<file path="src/rtl/mem_port_arbiter.sv">
// Shares the unified memory port between instruction fetch and load/store.
// Data has priority, a starvation counter forces fetch through, and misaligned or timed-out accesses report errors.
module mem_port_arbiter #(
   parameter int unsigned STARVE_LIMIT = 4,
   parameter int unsigned TIMEOUT      = 16
) (
   input  logic        clk,
   input  logic        rst,
   input  logic        if_req,
   input  logic [31:0] if_addr,
   output logic        if_valid,
   output logic [31:0] if_rdata,
   output logic        if_err,
   input  logic        d_req,
   input  logic        d_we,
   input  logic [1:0]  d_size,
   input  logic        d_unsigned,
   input  logic [31:0] d_addr,
   input  logic [31:0] d_wdata,
   output logic        d_valid,
   output logic [31:0] d_rdata,
   output logic        d_err,
   output logic        mem_req,
   output logic        mem_we,
   output logic [31:0] mem_addr,
   output logic [3:0]  mem_be,
   output logic [31:0] mem_wdata,
   input  logic        mem_ready,
   input  logic [31:0] mem_rdata
);
   localparam logic [1:0] IDLE  = 2'd0;
   localparam logic [1:0] GRANT = 2'd1;
   localparam logic [1:0] RESP  = 2'd2;
   localparam logic [3:0] STARVE_MAX = 4'(STARVE_LIMIT);
   localparam logic [7:0] TMO_LAST   = 8'(TIMEOUT - 1);

   logic [1:0]  state_r;
   logic [3:0]  starve_cnt_r;
   logic [7:0]  tmo_cnt_r;
   logic        win_data_r;
   logic [1:0]  ofs_r;
   logic [1:0]  size_r;
   logic        uns_r;

   logic        any_req_s;
   logic        d_win_s;
   logic [31:0] sel_addr_s;
   logic [1:0]  sel_size_s;
   logic        sel_we_s;
   logic        misalign_s;
   logic [3:0]  be_s;
   logic [31:0] lane_wdata_s;
   logic [3:0]  starve_nxt_s;
   logic [31:0] resp_rdata_s;

   // Stores enable only the addressed lanes; loads and fetches always read the whole word.
   function automatic logic [3:0] byte_en(input logic we, input logic [1:0] size, input logic [1:0] ofs);
      logic [3:0] be;
      be = 4'b1111;
      if (we) begin
         case (size)
            2'b01:   be = 4'b0001 << ofs;
            2'b10:   be = 4'b0011 << ofs;
            default: be = 4'b1111;
         endcase
      end else begin
         be = 4'b1111;
      end
      return be;
   endfunction

   function automatic logic [31:0] load_extract(input logic [31:0] rdata, input logic [1:0] size,
                                                input logic uns, input logic [1:0] ofs);
      logic [7:0]  b;
      logic [15:0] h;
      logic [31:0] r;
      b = rdata[{ofs, 3'b000} +: 8];
      h = ofs[1] ? rdata[31:16] : rdata[15:0];
      case (size)
         2'b01:   r = uns ? {24'd0, b} : {{24{b[7]}}, b};
         2'b10:   r = uns ? {16'd0, h} : {{16{h[15]}}, h};
         default: r = rdata;
      endcase
      return r;
   endfunction

   // Arbitration decision, alignment check and lane formatting for the request seen in IDLE
   always_comb begin
      any_req_s = d_req | if_req;
      if (d_req && (!if_req || (starve_cnt_r < STARVE_MAX))) begin
         d_win_s = 1'b1;
      end else begin
         d_win_s = 1'b0;
      end
      if (d_win_s) begin
         sel_addr_s = d_addr;
         sel_size_s = d_size;
         sel_we_s   = d_we;
      end else begin
         sel_addr_s = if_addr;
         sel_size_s = 2'b11;
         sel_we_s   = 1'b0;
      end
      case (sel_size_s)
         2'b00:   misalign_s = 1'b1;
         2'b01:   misalign_s = 1'b0;
         2'b10:   misalign_s = sel_addr_s[0];
         2'b11:   misalign_s = |sel_addr_s[1:0];
         default: misalign_s = 1'b1;
      endcase
      be_s = byte_en(sel_we_s, sel_size_s, sel_addr_s[1:0]);
      if (sel_we_s) begin
         case (d_size)
            2'b01:   lane_wdata_s = {4{d_wdata[7:0]}};
            2'b10:   lane_wdata_s = {2{d_wdata[15:0]}};
            default: lane_wdata_s = d_wdata;
         endcase
      end else begin
         lane_wdata_s = 32'd0;
      end
      // Saturating count of data grants taken while fetch was waiting.
      if (if_req && d_win_s) begin
         starve_nxt_s = (starve_cnt_r == 4'hF) ? starve_cnt_r : starve_cnt_r + 4'd1;
      end else begin
         starve_nxt_s = 4'd0;
      end
      if (mem_we) begin
         resp_rdata_s = 32'd0;
      end else begin
         resp_rdata_s = load_extract(mem_rdata, size_r, uns_r, ofs_r);
      end
   end

   // Access sequencing through IDLE, GRANT and RESP with registered port and response outputs
   always_ff @(posedge clk or negedge rst) begin
      if (!rst) begin
         state_r      <= IDLE;
         starve_cnt_r <= 4'd0;
         tmo_cnt_r    <= 8'd0;
         win_data_r   <= 1'b0;
         ofs_r        <= 2'b00;
         size_r       <= 2'b00;
         uns_r        <= 1'b0;
         mem_req      <= 1'b0;
         mem_we       <= 1'b0;
         mem_addr     <= 32'd0;
         mem_be       <= 4'd0;
         mem_wdata    <= 32'd0;
         if_valid     <= 1'b0;
         if_rdata     <= 32'd0;
         if_err       <= 1'b0;
         d_valid      <= 1'b0;
         d_rdata      <= 32'd0;
         d_err        <= 1'b0;
      end else begin
         case (state_r)
            IDLE: begin
               starve_cnt_r <= starve_nxt_s;
               if (any_req_s) begin
                  win_data_r <= d_win_s;
                  ofs_r      <= sel_addr_s[1:0];
                  size_r     <= sel_size_s;
                  uns_r      <= d_win_s & d_unsigned;
                  mem_addr   <= {sel_addr_s[31:2], 2'b00};
                  mem_be     <= be_s;
                  mem_wdata  <= lane_wdata_s;
                  tmo_cnt_r  <= 8'd0;
                  if (misalign_s) begin
                     state_r  <= RESP;
                     d_valid  <= d_win_s;
                     d_err    <= d_win_s;
                     d_rdata  <= 32'd0;
                     if_valid <= ~d_win_s;
                     if_err   <= ~d_win_s;
                     if_rdata <= 32'd0;
                  end else begin
                     state_r <= GRANT;
                     mem_req <= 1'b1;
                     mem_we  <= sel_we_s;
                  end
               end else begin
                  state_r <= IDLE;
               end
            end
            GRANT: begin
               if (mem_ready) begin
                  state_r <= RESP;
                  mem_req <= 1'b0;
                  mem_we  <= 1'b0;
                  if (win_data_r) begin
                     d_valid <= 1'b1;
                     d_rdata <= resp_rdata_s;
                     d_err   <= 1'b0;
                  end else begin
                     if_valid <= 1'b1;
                     if_rdata <= resp_rdata_s;
                     if_err   <= 1'b0;
                  end
               end else if (tmo_cnt_r == TMO_LAST) begin
                  // Abort the stalled access and report it to whichever side owns it.
                  state_r  <= RESP;
                  mem_req  <= 1'b0;
                  mem_we   <= 1'b0;
                  d_valid  <= win_data_r;
                  d_err    <= win_data_r;
                  d_rdata  <= 32'd0;
                  if_valid <= ~win_data_r;
                  if_err   <= ~win_data_r;
                  if_rdata <= 32'd0;
               end else begin
                  tmo_cnt_r <= tmo_cnt_r + 8'd1;
               end
            end
            RESP: begin
               state_r  <= IDLE;
               if_valid <= 1'b0;
               if_err   <= 1'b0;
               if_rdata <= 32'd0;
               d_valid  <= 1'b0;
               d_err    <= 1'b0;
               d_rdata  <= 32'd0;
            end
            default: begin
               state_r <= IDLE;
               mem_req <= 1'b0;
               mem_we  <= 1'b0;
            end
         endcase
      end
   end
endmodule
</file>
<file path="config.mk">
export PLATFORM = sky130hd
export DESIGN_NAME = mem_port_arbiter
export DESIGN_NICKNAME = d
export VERILOG_FILES = /design/src/rtl/mem_port_arbiter.sv
export SDC_FILE = /design/constraint.sdc
export NUM_CORES = 1
export LEC_CHECK = 0
export BUFFER_PORTS_ARGS = -buffer_cell sky130_fd_sc_hd__buf_2
export CAP_MARGIN = 10
export CORE_MARGIN = 2
export CORE_UTILIZATION = 55
export CTS_BUF_LIST = sky130_fd_sc_hd__clkbuf_2
export DETAILED_ROUTE_END_ITERATION = 10
export PLACE_DENSITY_LB_ADDON = 0.25
export SLEW_MARGIN = 20
export SYNTH_ARGS = -nofsm -noshare
export SYNTH_HDL_FRONTEND = slang
export SYNTH_SLANG_ARGS = --single-unit
</file>
<file path="constraint.sdc">
create_clock -name clk -period 5.8 [get_ports clk]
set_input_delay 0.87 -clock clk [delete_from_list [all_inputs] [get_ports clk]]
set_output_delay 0.87 -clock clk [all_outputs]
set_load 0.01 [all_outputs]
</file>
[Word-level counts from Yosys, hierarchy flattened]
Cells that the tools add are included.
Storage, ports and cells
  bits of input ports: 137
  bits in registers: 156
  output and inout port bits: 138
  word-level logic and storage cells: 124
Cells by class
  order comparisons: 1
  multiplexer cells: 60
  equality and inequality tests: 20
  reduce and logical (&&, ||, !) cells: 15
  shift operators: 3
  bitwise gates (word level): 5
  $add $sub $neg: 2
Operator list (count)
  $mux 32: 12
  $pmux 32 s3: 2
  $pmux 32 s2: 2
  $shiftx 32x6->8: 1
  $mux 8: 3
  $mux 1: 22
  $pmux 1 s3: 6
  $mux 16: 1
  $pmux 8 s2: 1
  $mux 4: 3
  $ne 2x2->1 const B: 6
  $eq 2x2->1 const B: 5
  $mux 2: 5
  $reduce_and 5->1: 2
  $ne 3x3->1 const B: 3
  $add 8x1->8 const B: 1
  $eq 2x1->1 const B: 4
  $eq 8x4->1 const B: 1
  $pmux 4 s2: 1
  $reduce_and 4->1: 2
  $add 4x1->4 const B: 1
  $eq 4x4->1 const B: 1
  $logic_not 2->1: 2
  $lt 4x3->1 const B: 1
  other kinds (14): 18

[Logic depth before layout (Yosys ltp)]
  word-level depth: 10
  depth in mapped cells: 13
  gate-level depth less buffers: 10

[Least setup slack after synthesis]
No wires, ideal clock.
  kind: input-to-reg
  from: input if_req
  to: register if_err
  setup slack: 2.805 ns
  path buffers: 2
  stages on the path: 12
  arrival time: 2.870 ns
  setup time: 0.125 ns
  required time: 5.675 ns
  cells stage by stage: buf_2 -> o21ai_0 -> nand2_1 -> nor2_1 -> inv_1 -> ha_1 -> nor2_1 -> inv_1 -> a221oi_4 -> or2_1 -> buf_6 -> mux2_4
On the way
  word-level cells in the longest chain between the ends: 9
Ends and longest elaborated chain
  start, declared: RTL line 9  | input logic if_req,
  $logic_not 1->1 (*): RTL line 90  | if (d_req && (!if_req || (starve_cnt_r < STARVE_MAX))) begin
  $logic_or 1x1->1 (*): RTL line 90
  $logic_and 1x1->1 (*): RTL line 90
  $mux 1 (*): RTL line 90
  $mux 2 (*): RTL line 95  | if (d_win_s) begin
  net sel_size_s[0]: RTL line 48  | logic [1:0] sel_size_s;
  $eq 2x2->1 (tied with other cells): RTL line 104  | case (sel_size_s)
  $pmux 1 s4 (*): RTL line 104
  $ne 2x2->1 (no source line) (*)
  $reduce_and 5->1 (no source line) (*)
  end signal, assigned: RTL line 174  | if_err <= ~d_win_s;
  end signal, assigned: RTL line 208  | if_err <= ~win_data_r;
  end, declared: RTL line 13  | output logic if_err,
The timed path passes the listed nets; every way through them passes the cells marked *. The select of a mux whose other input is x is not followed.
A chain may end at the register's enable or synchronous reset.

[Worst setup path after layout]
  from: register starve_cnt_r[2]
  to: register if_valid
On the way
  word-level cells in the longest chain between the ends: 9
Ends and longest elaborated chain
  start, declared: RTL line 38  | logic [3:0] starve_cnt_r;
  start signal, assigned: RTL line 158  | starve_cnt_r <= starve_nxt_s;
  $lt 4x3->1 (*): RTL line 90
  $logic_or 1x1->1 (*): RTL line 90
  $logic_and 1x1->1 (*): RTL line 90
  $mux 1 (*): RTL line 90
  $mux 2 (*): RTL line 95
  net sel_size_s[0]: RTL line 48
  $eq 2x2->1 (tied with other cells): RTL line 104
  $pmux 1 s4 (*): RTL line 104
  $ne 2x2->1 (no source line) (*)
  $reduce_and 5->1 (no source line) (*)
  end signal, assigned: RTL line 173  | if_valid <= ~d_win_s;
  end signal, assigned: RTL line 207  | if_valid <= ~win_data_r;
  end, declared: RTL line 11  | output logic if_valid,
Marks and branches as above.

==> metrics.cfg <==
[status]
status=finished, final reports clean

[min_path]
hold_path_class=input pin to asynchronous set/reset pin

[routing]
drc_errors=0
ant_nets=0
viasPerCell=5.77
drtPass1Iterations=5
dr.first_iter.drc_count=625
vias=7171
wirelength_um=21800
wire_per_inst_um=17.6

[global_routing]
overflow=0
antenna_found_initial=2
grt_pass1_wl_um=34500
grt_max_degree=108
grt_pass1_vias=6881
grt_usage_pct=29.6

[floorplanning]
num_rows=43
floorplan.io_pins=275
start_util_pct=55.9
die_w_um=123
die-area_um2=15000
core_um2=13800
die_h_um=123

[placed_design]
port_buffers=272
pre_cts_ws_ns=1.75
dp_cells=1209
gp_congestion=0.916
hpwlAfterDp_um=15500

[synth]
synthSimpleGateAreaFrac_pct=15.4
yosys.area.top_type_share_pct=50.5
ys_ff_latch=156
synth_fa_ha_area_share_pct=2.10
synth_edf_count=0
synthMuxAreaShare_pct=1.33
synth_top_cell_by_area=dfrtp_1
synth_top_family_by_area=compound AO/OA/AOI/OAI gates
netlist_top_cells_area=dfrtp_1, nand2_1, o21ai_0
yosysSeqAreaShare_pct=50.5
synth_xor_area_share_pct=0
synth_cell_type_count=55
ys.flop_type=dfrtp_1
postSynthAreaPerCell_um2=9.53
synth_area_um2=7740
synth-warning-count=0
netlist_instances=812
synth_compound_area_share_pct=25.5
ys_async_sr_fraction_pct=100

[power_and_ir_drop]
power.share.switching_pct=44.0
p_per_area_nw_per_um2=462
p_int_uw=2430
comb_power_share_pct=46.5
peakVddDrop_mv=0.226
p_leak_uw=0.00473
seq_power_share_pct=38.3
p_sw_uw=1910
p_clk_share_pct=15.2

[clock_network]
clock-sinks=156
cts_tree=yes
cts_root_buf=clkbuf_2
clk_pin_slew_ns=0.21
post_cts_buffers=0
cts_inserted_buffers=17
cts_max_level=4
cts_buffer_depth=2
clk-insertion-delay-late_ns=0.71
cts_resized=0
postCtsHoldBufs=0

[worst_setup_path]
crit_path_end_kind=register
cp_max_fo=55
crit_chain=o21ai_0 -> nand2_1 -> nor2_1 -> inv_1 -> ha_1 -> nor2_1 -> inv_1 -> a221oi_4 -> buf_4 -> or2_2 -> mux2_4
critPathArrivalTime_ns=4.18
crit_slowest_cell=or2_2
r2r-start=starve_cnt_r[2]$_DFFE_PN0P_
slowest_delay_ns=0.83
worstPathRequired_ns=6.40
crit_path_start_kind=register
crit_type=register to register
startpoint=starve_cnt_r[2]$_DFFE_PN0P_

[layout]
layout.nets=1198
final_cells=1242
final_common_cell=buf_2
area_growth_pct=21.1
drive_above_1_share_pct=32.8
mostFrequentLayoutCells=buf_2, dfrtp_1, nand2_1

[sta]
rsz0062_at_grt=false
relSlewSlack_pct=24.6
setup_violations=0
drv_slew=0
setup_ws_ns=2.23
fin_crit_sh_pct=61.6
fin_tns_setup_ns=0
max_freq_ghz=0.280
hold_viol=0
worst_pin_slew_ns=1.13
fin_skew_ns=0.0256
finalCriticalPeriod_ns=3.57

[job]
max-cap-violations=0

per-layer routing:
| layer | global-route usage [%] | wire [um] | up-vias | part of all wire [%] |
|---|---|---|---|---|
| met4 | 13.4 | 738 | 0 | 3.4 |
| met5 | 0 | 0 | - | 0 |
| met1 | 40.3 | 9180 | 3404 | 42 |
| met3 | 6.74 | 1670 | 59 | 7.6 |
| met2 | 45.5 | 10200 | 344 | 47 |
| li1 | - | - | 3364 | - |
worst max-delay path, delay by kind of cell, from the launching register on:
kind                       cells  cell delay [ns]
DFF                            1             0.45
adders and majority gates      1             0.26
and+or+nand+nor                4             1.30
muxes                          1             0.35
AOI/OAI and AO/OA              2             0.46
buffers and inverters          3             0.61
area by class of cell:
| cell class | instances | area [um2] |
|---|---|---|
| sequential | 156 | 3900 |
| clock buffer | 18 | 90.1 |
| fill | 1153 | 4460 |
| antenna | 2 | 5.00 |
| timing repair buffer | 278 | 1410 |
| inverter | 27 | 101 |
| multi-input combinational | 568 | 3450 |
| clock inverter | 13 | 175 |
| tap | 180 | 225 |
cell families after synthesis:
| group | count (synthesis) |
|---|---|
| AO/OA/AOI/OAI | 288 |
| flip-flops | 156 |
| other | 1 |
| buffers and inverters | 89 |
| adder cells (fa/ha/maj) | 13 |
| multiplexers | 9 |
| AND/OR/NAND/NOR | 256 |
sequential cells by signal, indices dropped and copies added (netlist names), 2 cells and up:
signal,count
state_r,2
tmo_cnt_r,8
mem_be,4
size_r,2
d_rdata,32
if_rdata,32
starve_cnt_r,4
mem_addr,30
ofs_r,2
mem_wdata,32
stage by stage:
step / util (%) / power [uW] / hold WS, ns / instance area, um2
after CTS: 67.7 / 4340 / 0.240 / 9360
after global routing: 67.7 / 4640 / 0.290 / 9370
after detailed placement: 65.8 / 3690 / 0.469 / 9090
final: 67.7 / 4330 / 0.271 / 9370
after global placement: 65.8 / 3640 / 0.457 / 9090
after floorplan: - / 3030 / 0.457 / 7740
final timing paths:
kind	endpoint	slack, ns	cells past startpoint
min in group clk	mem_addr[29]$_DFFE_PN0P_	0.37	3
max reg2reg	if_valid$_DFFE_PN0P_	2.23	11
max in group asynchronous	size_r[1]$_DFFE_PN0P_	4.31	2
min reg2reg	mem_wdata[19]$_DFFE_PN0P_	0.51	2
min	tmo_cnt_r[3]$_DFFE_PN0P_	0.27	1
max	if_valid$_DFFE_PN0P_	2.23	11
power groups by stage:
stage / Combinational (uW) / Clock, uW / Sequential (uW)
finish: 2020 / 657 / 1660
global route: 2220 / 719 / 1700
CTS: 2020 / 673 / 1650
detailed placement: 2020 / 0 / 1670
global placement: 1980 / 0 / 1670
floorplan: 1250 / 0 / 1780
Yosys cell counts (all sizes together) (2+ instances only):
library cell and number:
o2bb2ai 14, o21a 8, a21oi 40, o21ai 117, or4b 3, inv 27, nor2 70, mux2i 5
nand3 17, o32ai 3, o22a 2, buf 15, a22o 26, clkbuf 47, nand3b 2, ha 13
mux2 4, o22ai 2, nand4 2, a21o 3, o221ai 9, and3 4, nor2b 5, a2bb2oi 2
nor3 3, dfrtp 156, a221oi 9, or2 3, nor3b 10, nand2b 24, and2 6, a221o 10
nand2 105, o31ai 8, a31oi 32
(Power assumes the default switching activity.)
